## src/rtl/apb_arb_pkg.sv

```systemverilog
// Shared types and constants for the two-master APB arbiter.
package apb_arb_pkg;

  localparam int NUM_MASTERS = 2;

  typedef enum logic [1:0] {
    ST_IDLE   = 2'b00,
    ST_SETUP  = 2'b01,
    ST_ACCESS = 2'b10
  } state_t;

endpackage

```

## src/rtl/apb_arb_pick.sv

```systemverilog
// Combinational grant selection for the APB arbiter.
// APB_ARB_RR_EN selects round-robin tie-breaking; otherwise master 0 wins ties.
module apb_arb_pick
  import apb_arb_pkg::*;
(
  input  logic [NUM_MASTERS-1:0] req,
  input  logic                   last_grant,
  input  logic                   cur_grant,
  input  logic                   mask_cur,
  output logic                   valid,
  output logic                   grant
);

  logic [NUM_MASTERS-1:0] req_eff_s;
  logic                   tie_grant_s;

`ifdef APB_ARB_RR_EN
  assign tie_grant_s = ~last_grant;
`else
  logic unused_last_grant_s;
  assign unused_last_grant_s = last_grant;
  assign tie_grant_s         = 1'b0;
`endif

  // Drop the completing master's stale request, then choose among the rest.
  always_comb begin
    req_eff_s = req;
    if (mask_cur) begin
      req_eff_s[cur_grant] = 1'b0;
    end else begin
      req_eff_s = req;
    end
    valid = |req_eff_s;
    case (req_eff_s)
      2'b11:   grant = tie_grant_s;
      2'b10:   grant = 1'b1;
      2'b01:   grant = 1'b0;
      default: grant = cur_grant;
    endcase
  end

endmodule

```

## src/rtl/apb_arbiter.sv

```systemverilog
// Two-master APB arbiter: serialises requests onto one APB slave bus.
// Build option: define APB_ARB_RR_EN for round-robin ties (default fixed priority).
module apb_arbiter
  import apb_arb_pkg::*;
#(
  parameter int ADDRWIDTH = 16
) (
  input  logic                 HCLK,
  input  logic                 HRESET,
  input  logic                 PCLKEN,
  input  logic                 M0_PSEL,
  input  logic                 M0_PENABLE,
  input  logic                 M0_PWRITE,
  input  logic [ADDRWIDTH-1:0] M0_PADDR,
  input  logic [31:0]          M0_PWDATA,
  input  logic [3:0]           M0_PSTRB,
  input  logic [2:0]           M0_PPROT,
  output logic [31:0]          M0_PRDATA,
  output logic                 M0_PREADY,
  output logic                 M0_PSLVERR,
  input  logic                 M1_PSEL,
  input  logic                 M1_PENABLE,
  input  logic                 M1_PWRITE,
  input  logic [ADDRWIDTH-1:0] M1_PADDR,
  input  logic [31:0]          M1_PWDATA,
  input  logic [3:0]           M1_PSTRB,
  input  logic [2:0]           M1_PPROT,
  output logic [31:0]          M1_PRDATA,
  output logic                 M1_PREADY,
  output logic                 M1_PSLVERR,
  output logic                 PSEL,
  output logic                 PENABLE,
  output logic                 PWRITE,
  output logic [ADDRWIDTH-1:0] PADDR,
  output logic [31:0]          PWDATA,
  output logic [3:0]           PSTRB,
  output logic [2:0]           PPROT,
  input  logic [31:0]          PRDATA,
  input  logic                 PREADY,
  input  logic                 PSLVERR,
  output logic                 APBACTIVE
);

  state_t state_r, state_nxt_s;
  logic   grant_r, grant_nxt_s;
  logic   last_grant_r, last_grant_nxt_s;
  logic   done_s, pick_valid_s, pick_grant_s, psel_s;
  logic   unused_penable_s;

  assign unused_penable_s = M0_PENABLE | M1_PENABLE;
  assign done_s = (state_r == ST_ACCESS) & PREADY & PCLKEN;
  assign psel_s = (state_r == ST_SETUP) | (state_r == ST_ACCESS);

  apb_arb_pick u_pick (
    .req        ({M1_PSEL, M0_PSEL}),
    .last_grant (last_grant_r),
    .cur_grant  (grant_r),
    .mask_cur   (done_s),
    .valid      (pick_valid_s),
    .grant      (pick_grant_s)
  );

  // State, grant and last-grant registers.
  always_ff @(posedge HCLK or posedge HRESET) begin
    if (HRESET) begin
      state_r      <= ST_IDLE;
      grant_r      <= 1'b0;
      last_grant_r <= 1'b1;
    end else begin
      state_r      <= state_nxt_s;
      grant_r      <= grant_nxt_s;
      last_grant_r <= last_grant_nxt_s;
    end
  end

  // Next-state logic; a completion hands straight over to a waiting master.
  always_comb begin
    state_nxt_s      = state_r;
    grant_nxt_s      = grant_r;
    last_grant_nxt_s = last_grant_r;
    case (state_r)
      ST_IDLE: begin
        if (PCLKEN && pick_valid_s) begin
          state_nxt_s = ST_SETUP;
          grant_nxt_s = pick_grant_s;
        end else begin
          state_nxt_s = ST_IDLE;
        end
      end
      ST_SETUP: begin
        if (PCLKEN) begin
          state_nxt_s = ST_ACCESS;
        end else begin
          state_nxt_s = ST_SETUP;
        end
      end
      ST_ACCESS: begin
        if (done_s) begin
          last_grant_nxt_s = grant_r;
          if (pick_valid_s) begin
            state_nxt_s = ST_SETUP;
            grant_nxt_s = pick_grant_s;
          end else begin
            state_nxt_s = ST_IDLE;
          end
        end else begin
          state_nxt_s = ST_ACCESS;
        end
      end
      default: state_nxt_s = ST_IDLE;
    endcase
  end

  // Slave-side request mux, zeroed outside a transfer.
  always_comb begin
    PSEL    = psel_s;
    PENABLE = (state_r == ST_ACCESS);
    PWRITE  = 1'b0;
    PADDR   = {ADDRWIDTH{1'b0}};
    PWDATA  = 32'h0000_0000;
    PSTRB   = 4'h0;
    PPROT   = 3'b000;
    if (psel_s) begin
      if (grant_r) begin
        PWRITE = M1_PWRITE;
        PADDR  = M1_PADDR;
        PWDATA = M1_PWDATA;
        PSTRB  = M1_PSTRB;
        PPROT  = M1_PPROT;
      end else begin
        PWRITE = M0_PWRITE;
        PADDR  = M0_PADDR;
        PWDATA = M0_PWDATA;
        PSTRB  = M0_PSTRB;
        PPROT  = M0_PPROT;
      end
    end else begin
      PWRITE = 1'b0;
    end
  end

  assign M0_PREADY  = done_s & ~grant_r;
  assign M1_PREADY  = done_s & grant_r;
  assign M0_PSLVERR = M0_PREADY & PSLVERR;
  assign M1_PSLVERR = M1_PREADY & PSLVERR;
  assign M0_PRDATA  = M0_PREADY ? PRDATA : 32'h0000_0000;
  assign M1_PRDATA  = M1_PREADY ? PRDATA : 32'h0000_0000;
  assign APBACTIVE  = M0_PSEL | M1_PSEL | (state_r != ST_IDLE);

endmodule

```

## config.mk

```make
export PLATFORM = sky130hd
export DESIGN_NAME = apb_arbiter
export DESIGN_NICKNAME = d
export VERILOG_FILES = /design/src/rtl/apb_arb_pkg.sv /design/src/rtl/apb_arb_pick.sv /design/src/rtl/apb_arbiter.sv
export SDC_FILE = /design/constraint.sdc
export NUM_CORES = 1
export LEC_CHECK = 0
export CAP_MARGIN = 25
export CORE_AREA = 2 2 110 112
export CTS_CLUSTER_DIAMETER = 150
export CTS_CLUSTER_SIZE = 10
export DETAILED_ROUTE_END_ITERATION = 8
export DIE_AREA = 0 0 112 114
export PLACE_DENSITY = 0.69
export SLEW_MARGIN = 15
export SYNTH_ARGS = -nofsm -noshare
export SYNTH_HDL_FRONTEND = slang
export SYNTH_SLANG_ARGS = --single-unit
export TNS_END_PERCENT = 1
```

## constraint.sdc

```tcl
create_clock -name HCLK -period 1.8 [get_ports HCLK]
set_clock_uncertainty 0.1 [all_clocks]
set_input_delay 0.27 -clock HCLK [delete_from_list [all_inputs] [get_ports HCLK]]
set_output_delay 0.27 -clock HCLK [all_outputs]
set_load 0.02 [all_outputs]
```

==> metrics.txt, run 1 <==
Synth top cells by count=and2_1 (66), mux2i_1 (57), nor2b_1 (57); critical path launch point type=flop; final hold vios=0; diode insertion count for antenna repair=0; Peak VDD IR=0.0005967 V; Detailed Place HPWL=7.776 mm; Syn Nets=383; Synth area leader=mux2i_1; final WL=10.06 mm; full die area=0.01277 mm²; Post-Syn Instances=226; period utilisation layout=108.7%; CTS clock-pin slew for the worst setup and hold paths=0.03 ns; wire per inst=15.33 µm; DRC viols=0; Sw Pwr=2864 µW; CTS tree=built; Max Root-Sink Buffers=2; syn avg cell area=7.585 µm²; Post-DRT Antenna Nets=0; CTS H-tree lvls=1; Area growth syn-to-layout=224.6%; CP Class=flop to primary output; worst-path maximum fanout=17; Root Driver=clkbuf_16; cell area after synthesis=0.001714 mm²; worst slack, placed=-0.5691 ns; first-pass GRT wire length=14.64 mm; Int Pwr=4017 µW; FP Rows=40; PortBufs=277; starting density of the core=14.64%; routability cong.=0.8373; Max Freq=511.0 MHz; net switching share of the total power=41.62%; CTS Buf Count=3; sequential cell fraction of total power=2.4%; fraction of the mapped netlist area in compound gates=1.971%; Die X=112 µm; fillers=1119; via count=2721; vias in the first global route=2854; reg2reg start=state_r[0]; main combinational cell family by area after synthesis=simple AND/OR/NAND/NOR gates; prevailing post-synth register cell=dfrtp_1; Pleak=0.002498 µW; Netlist cell types=21; PwrDens=1237 mW/mm²; antenna violations before repair=0; fraction of the mapped netlist area in adder cells=2.920%; HP Class=input pin to async pin; most numerous cell in the Yosys netlist=and2_1; setup tns final=-12.47 ns; largest net degree at the start of global routing=29; Die Ht=114 µm; remaining global-route overflow=0; status=finished with violations; worst skew pair latency=0.22 ns; Period minus WS final=1.957 ns; Logic pwr share=92.5%; DR vias/cell=4.148; Slew HR=81.18%; worst-margin pin slew=0.2744 ns; max-slew violations=0; core box area=0.01171 mm²; Final Setup Violations=124; clock share of power=5.1%; Critical Path End Type=primary output; RSZ-0062 raised after global routing=yes; failing checks=setup timing; Crit path required time=1.43 ns; Worst R2R End=grant_r; R2R depth=7; EDFF count, synth=0; 1st-iter DRT viols=47; post-synthesis register bit count=3; WP data arrival=1.59 ns; Fin Hold WS=0.1250 ns; share of the synthesized area in the top cell type=33.28%; # IOs=280; asr flop ratio synth=100.0%; final net count=667; Syn. warnings=0; # Max-Cap Violations=0; top post-synthesis cells by area=mux2i_1 (33%), and2_1 (24%), nor2b_1 (21%); first drt pass iteration count=5; sequential element share of the synthesized area=4.380%; Total GRT Usage=14.22%; setup ws final=-0.1570 ns; Reg2Reg Setup Slack=0.10 ns; post-synthesis mux area share=33.94%; CTS Sinks=3; Post-Synth XOR/XNOR Area=0%; Synth Area in Simple Gates=47.96%; share of cells above drive strength 1=52.85%
## power by group through the flow
stage | Sequential (µW) | Combinational (µW) | Clock (µW)
final | 164 | 6370 | 350
after global routing | 171 | 6690 | 359
after CTS | 166 | 6260 | 353
after detailed placement | 135 | 5500 | 0
after global placement | 133 | 5440 | 0
after floorplan | 110 | 3400 | 0
## placed cells by master, fill, tap and decap left out, drive strengths merged, types with 2 or more instances in the layout
cell / instances
nand2: 2
and2: 66
dfrtp: 3
clkdlybuf4s50: 150
ha: 4
nor2b: 57
mux2i: 57
clkbuf: 4
inv: 3
a31oi: 2
buf: 149
nor2: 3
## through the flow
stage                     utilization (%)  instances  power (µW)  instance area [µm²]
final                               47.51        656        6881                 5564
after global placement              42.90        644        5574                 5024
after detailed placement            42.90        644        5639                 5024
after CTS                           46.44        657        6783                 5439
after global routing                47.51        656        7223                 5564
after floorplan                         -        226        3505                 2034
## sequential cells by signal, summed over array words and instances (netlist names)
name	flops
grant_r	1
state_r	2
## per-layer routing
metal	track usage [%]	vias up	share of wire [%]
met5	0	-	0
met2	30.51	181	56
met1	13.55	1228	32
li1	-	1306	-
met3	4.038	6	11
met4	1.707	0	0.88
## logic make-up after synthesis
kind of cell	count (synthesis)
compound gates	5
mux	58
simple gates	132
flops	3
buf+inv	24
fa+ha+maj	4
## what timing repair did
action,in CTS,in global routing
endpoints found under the setup margin,127,124
hold buffers,0,0
pin swaps,10,17
cloned,5,0
gates resized for setup,754,49
setup buffers,4,0
## worst max path at each step
stage | startpoint | to | slack, ns | cells after the start
2_1_floorplan | state_r[0] | M1_PRDATA[22] | -0.04 | 5
3_3_place_gp | PREADY | M0_PRDATA[23] | -0.54 | 5
3_5_place_dp | PCLKEN | M0_PRDATA[23] | -0.57 | 5
4_1_cts | state_r[1] | M0_PRDATA[3] | -0.22 | 6
5_1_grt | state_r[0] | M0_PRDATA[23] | -0.21 | 6
6_report | state_r[0] | M0_PRDATA[23] | -0.16 | 6
## final cells by class
class                   instances  area (µm²)  area share [%]
inverters                       3       11.26          0.2024
multi-input cells             199        2034           36.56
flip-flops and latches          3       80.08           1.439
repair buffers                300        3176           57.07
well taps                     147       183.9           3.306
clock buffers                   4       78.83           1.417
## critical path, stage by stage, from the launching register on
cell,delay (ns)
dfrtp_1,0.39
inv_2,0.10
ha_4,0.15
and4b_2,0.28
buf_8,0.17
and2_4,0.16
buf_6,0.11
(Power assumes the default switching activity.)
==> inputs of run 2 (changes only) <==
--- a/config.mk
+++ b/config.mk
@@ -8,7 +8,7 @@
 export CAP_MARGIN = 25
 export CORE_AREA = 2 2 110 112
 export CTS_CLUSTER_DIAMETER = 150
-export CTS_CLUSTER_SIZE = 10
+export CTS_CLUSTER_SIZE = 40
 export DETAILED_ROUTE_END_ITERATION = 8
 export DIE_AREA = 0 0 112 114
 export PLACE_DENSITY = 0.69
==> results of run 2 <==
Final layout, timing and power as in run 1 (identical DEF).
==> inputs of run 3 (changes only) <==
--- a/config.mk
+++ b/config.mk
@@ -6,12 +6,12 @@
 export NUM_CORES = 1
 export LEC_CHECK = 0
 export CAP_MARGIN = 25
-export CORE_AREA = 2 2 110 112
+export CORE_AREA = 2 2 108 110
 export CTS_CLUSTER_DIAMETER = 150
 export CTS_CLUSTER_SIZE = 40
 export DETAILED_ROUTE_END_ITERATION = 8
-export DIE_AREA = 0 0 112 114
-export PLACE_DENSITY = 0.69
+export DIE_AREA = 0 0 110 112
+export PLACE_DENSITY = 0.74
 export SLEW_MARGIN = 15
 export SYNTH_ARGS = -nofsm -noshare
 export SYNTH_HDL_FRONTEND = slang
==> constraint.sdc (replaced) <==
create_clock -name HCLK -period 1.78 [get_ports HCLK]
set_clock_uncertainty 0.1 [all_clocks]
set_input_delay 0.267 -clock HCLK [delete_from_list [all_inputs] [get_ports HCLK]]
set_output_delay 0.267 -clock HCLK [all_outputs]
set_load 0.02 [all_outputs]
==> run 3 against run 2 <==
The flow still finishes with violations (setup timing); via count fell by 3.9%; utilization fell by 0.17 points; worst hold slack got worse by 0.0098 ns; combinational power decreased by 5.0%; total power fell by 4.6%.
==> metrics.txt, run 3 (synthesis gave the netlist of run 1 again) <==
Die X=110 µm (-1.8%); Top reg by flops=state_r; Final Setup Violations=124 (unchanged); full die area=0.01232 mm² (-3.5%); PwrDens=1241 mW/mm² (+0.37%); Total GRT Usage=13.41% (-0.82 points); vias in the first global route=2629 (-7.9%); Area growth syn-to-layout=208.6%; wire per inst=14.77 µm (-3.7%); DRC viols=0 (unchanged); Period minus WS final=1.973 ns; CTS Hold Bufs=0 (unchanged); failing checks=setup timing; remaining global-route overflow=0 (unchanged); share of cells above drive strength 1=44.33% (-8.5 points); fin util=47.34% (-0.17 points); FP Rows=39 (-2.5%); first-pass GRT wire length=13.10 mm (-11%); Slew HR=79.64% (-1.5 points); Max Root-Sink Buffers=2 (unchanged); PortBufs=277 (unchanged); Die Ht=112 µm (-1.8%); critical-path cell list=inv_2 > ha_4 > and4b_2 > buf_12 > and2_1 > buf_4; setup ws final=-0.1927 ns (-0.03574 ns); Sw Pwr=2826 µW (-1.3%); Detailed Place HPWL=7.546 mm (-3.0%); CP max stage cell=dfrtp_1; Max stage delay on crit path=0.40 ns (about the same); first drt pass iteration count=3 (-2); Max Freq=506.9 MHz; setup tns final=-14.68 ns (-2.210 ns); core box area=0.01117 mm² (-4.6%); status=finished with violations; Critical Path End Type=primary output; Crit path required time=1.41 ns (-0.02 ns); final hold vios=0 (unchanged); sequential cell fraction of total power=2.5% (about the same); final WL=9.555 mm (-5.0%); CTS clock-pin slew for the worst setup and hold paths=0.03 ns (about the same); most common cell after layout, fill and taps aside=clkdlybuf4s50_1; CTS Buf Count=3 (unchanged); 1st-iter DRT viols=66 (+40%); period utilisation layout=110.8%; HP Class=input pin to async pin; Pleak=0.002413 µW (-3.4%); largest registers=state_r (2), grant_r (1); max-slew violations=0 (unchanged); final net count=661 (-0.90%); critical path launch point type=flop; Int Pwr=3741 µW (-6.9%); final std cells w/o fill=647 (-1.4%); worst-margin pin slew=0.2969 ns (+0.02246 ns); # IOs=280 (unchanged); WP data arrival=1.61 ns (+0.02 ns); starting density of the core=15.34% (+0.70 points); post-CTS setup buffers=0 (-4); routability cong.=0.8207 (-2.0%); Logic pwr share=92.1% (-0.4 points); worst-path maximum fanout=34 (+17); # Max-Cap Violations=0 (unchanged); antenna violations before repair=1 (+1); clock share of power=5.4% (+0.3 points); Root Driver=clkbuf_16; DR vias/cell=4.042 (-2.6%); CTS Sinks=3 (unchanged); fillers=1030 (-8.0%); Peak VDD IR=0.0007937 V (+33%); max FFs per register=2 (unchanged); CTS H-tree lvls=1 (unchanged); CP Class=flop to primary output; RSZ-0062 raised after global routing=yes; net switching share of the total power=43.03% (+1.4 points); worst slack, placed=-0.5790 ns (-0.009899 ns); most frequent cells in the layout=clkdlybuf4s50_1 (150), buf_6 (84), and2_1 (54), mux2i_1 (48), nor2b_4 (45); worst skew pair latency=0.22 ns (about the same); Post-DRT Antenna Nets=0 (unchanged); largest net degree at the start of global routing=57 (+97%); Fin Hold WS=0.1152 ns (-0.009805 ns); placed cell count=638 (-0.93%); via count=2615 (-3.9%); CTS tree=built
run 3: timing repair:
item                       4_1_cts  5_1_grt
cloned                           1        3
gates resized for setup        594      141
setup endpoints to repair      127      125
hold endpoints to repair         0        0
pin swaps                        4        2
run 3: per-stage QoR:
stage | cell area (µm²) | total power, µW
final | 5290 | 6567
after global routing | 5290 | 6891
after CTS | 5131 | 5976
after detailed placement | 4991 | 5632
after global placement | 4991 | 5582
after floorplan | 2037 | 3546
run 3: worst max-delay path, delay by kind of cell, from the launching register on:
| kind | cells | cell delay [ns] |
|---|---|---|
| buffers and inverters | 3 | 0.43 |
| AND/OR/NAND/NOR | 2 | 0.41 |
| flip-flops | 1 | 0.40 |
| adder cells (fa/ha/maj) | 1 | 0.14 |
run 3: layout make-up:
class                           instances  area [µm²]  area share [%]
Timing Repair Buffer                  294        3024           57.17
Multi-Input combinational cell        199        1914           36.19
Tap cell                              143       178.9           3.382
Sequential cell                         3       80.08           1.514
Clock buffer                            4       78.83           1.490
Inverter                                3       11.26          0.2129
Antenna cell                            1       2.502         0.04730
run 3: layer usage:
metal,wire [µm],vias to the layer above,global-route usage [%]
met4,99,0,2.110
met5,0,-,0
met3,1009,8,3.630
li1,-,1300,-
met1,3099,1144,12.54
met2,5346,163,28.02
run 3: power groups by stage:
| stage | clock (µW) | sequential, µW | combinational, µW |
|---|---|---|---|
| finish | 353 | 165 | 6050 |
| global route | 369 | 171 | 6350 |
| CTS | 364 | 152 | 5460 |
| detailed placement | 0 | 137 | 5490 |
| global placement | 0 | 137 | 5450 |
| floorplan | 0 | 111 | 3430 |
run 3: worst paths after layout:
| path | to | cells after the start | startpoint | slack [ns] |
|---|---|---|---|---|
| setup / recovery | M0_PRDATA[0] | 6 | state_r[0] | -0.19 |
| hold / removal | grant_r | 2 | HRESET | 0.12 |
| setup reg to reg | grant_r | 6 | state_r[0] | 0.19 |
| hold reg to reg | state_r[1] | 2 | state_r[1] | 0.61 |
| max in group asynchronous | grant_r | 2 | HRESET | 1.32 |
| min in group HCLK | state_r[1] | 2 | state_r[1] | 0.61 |
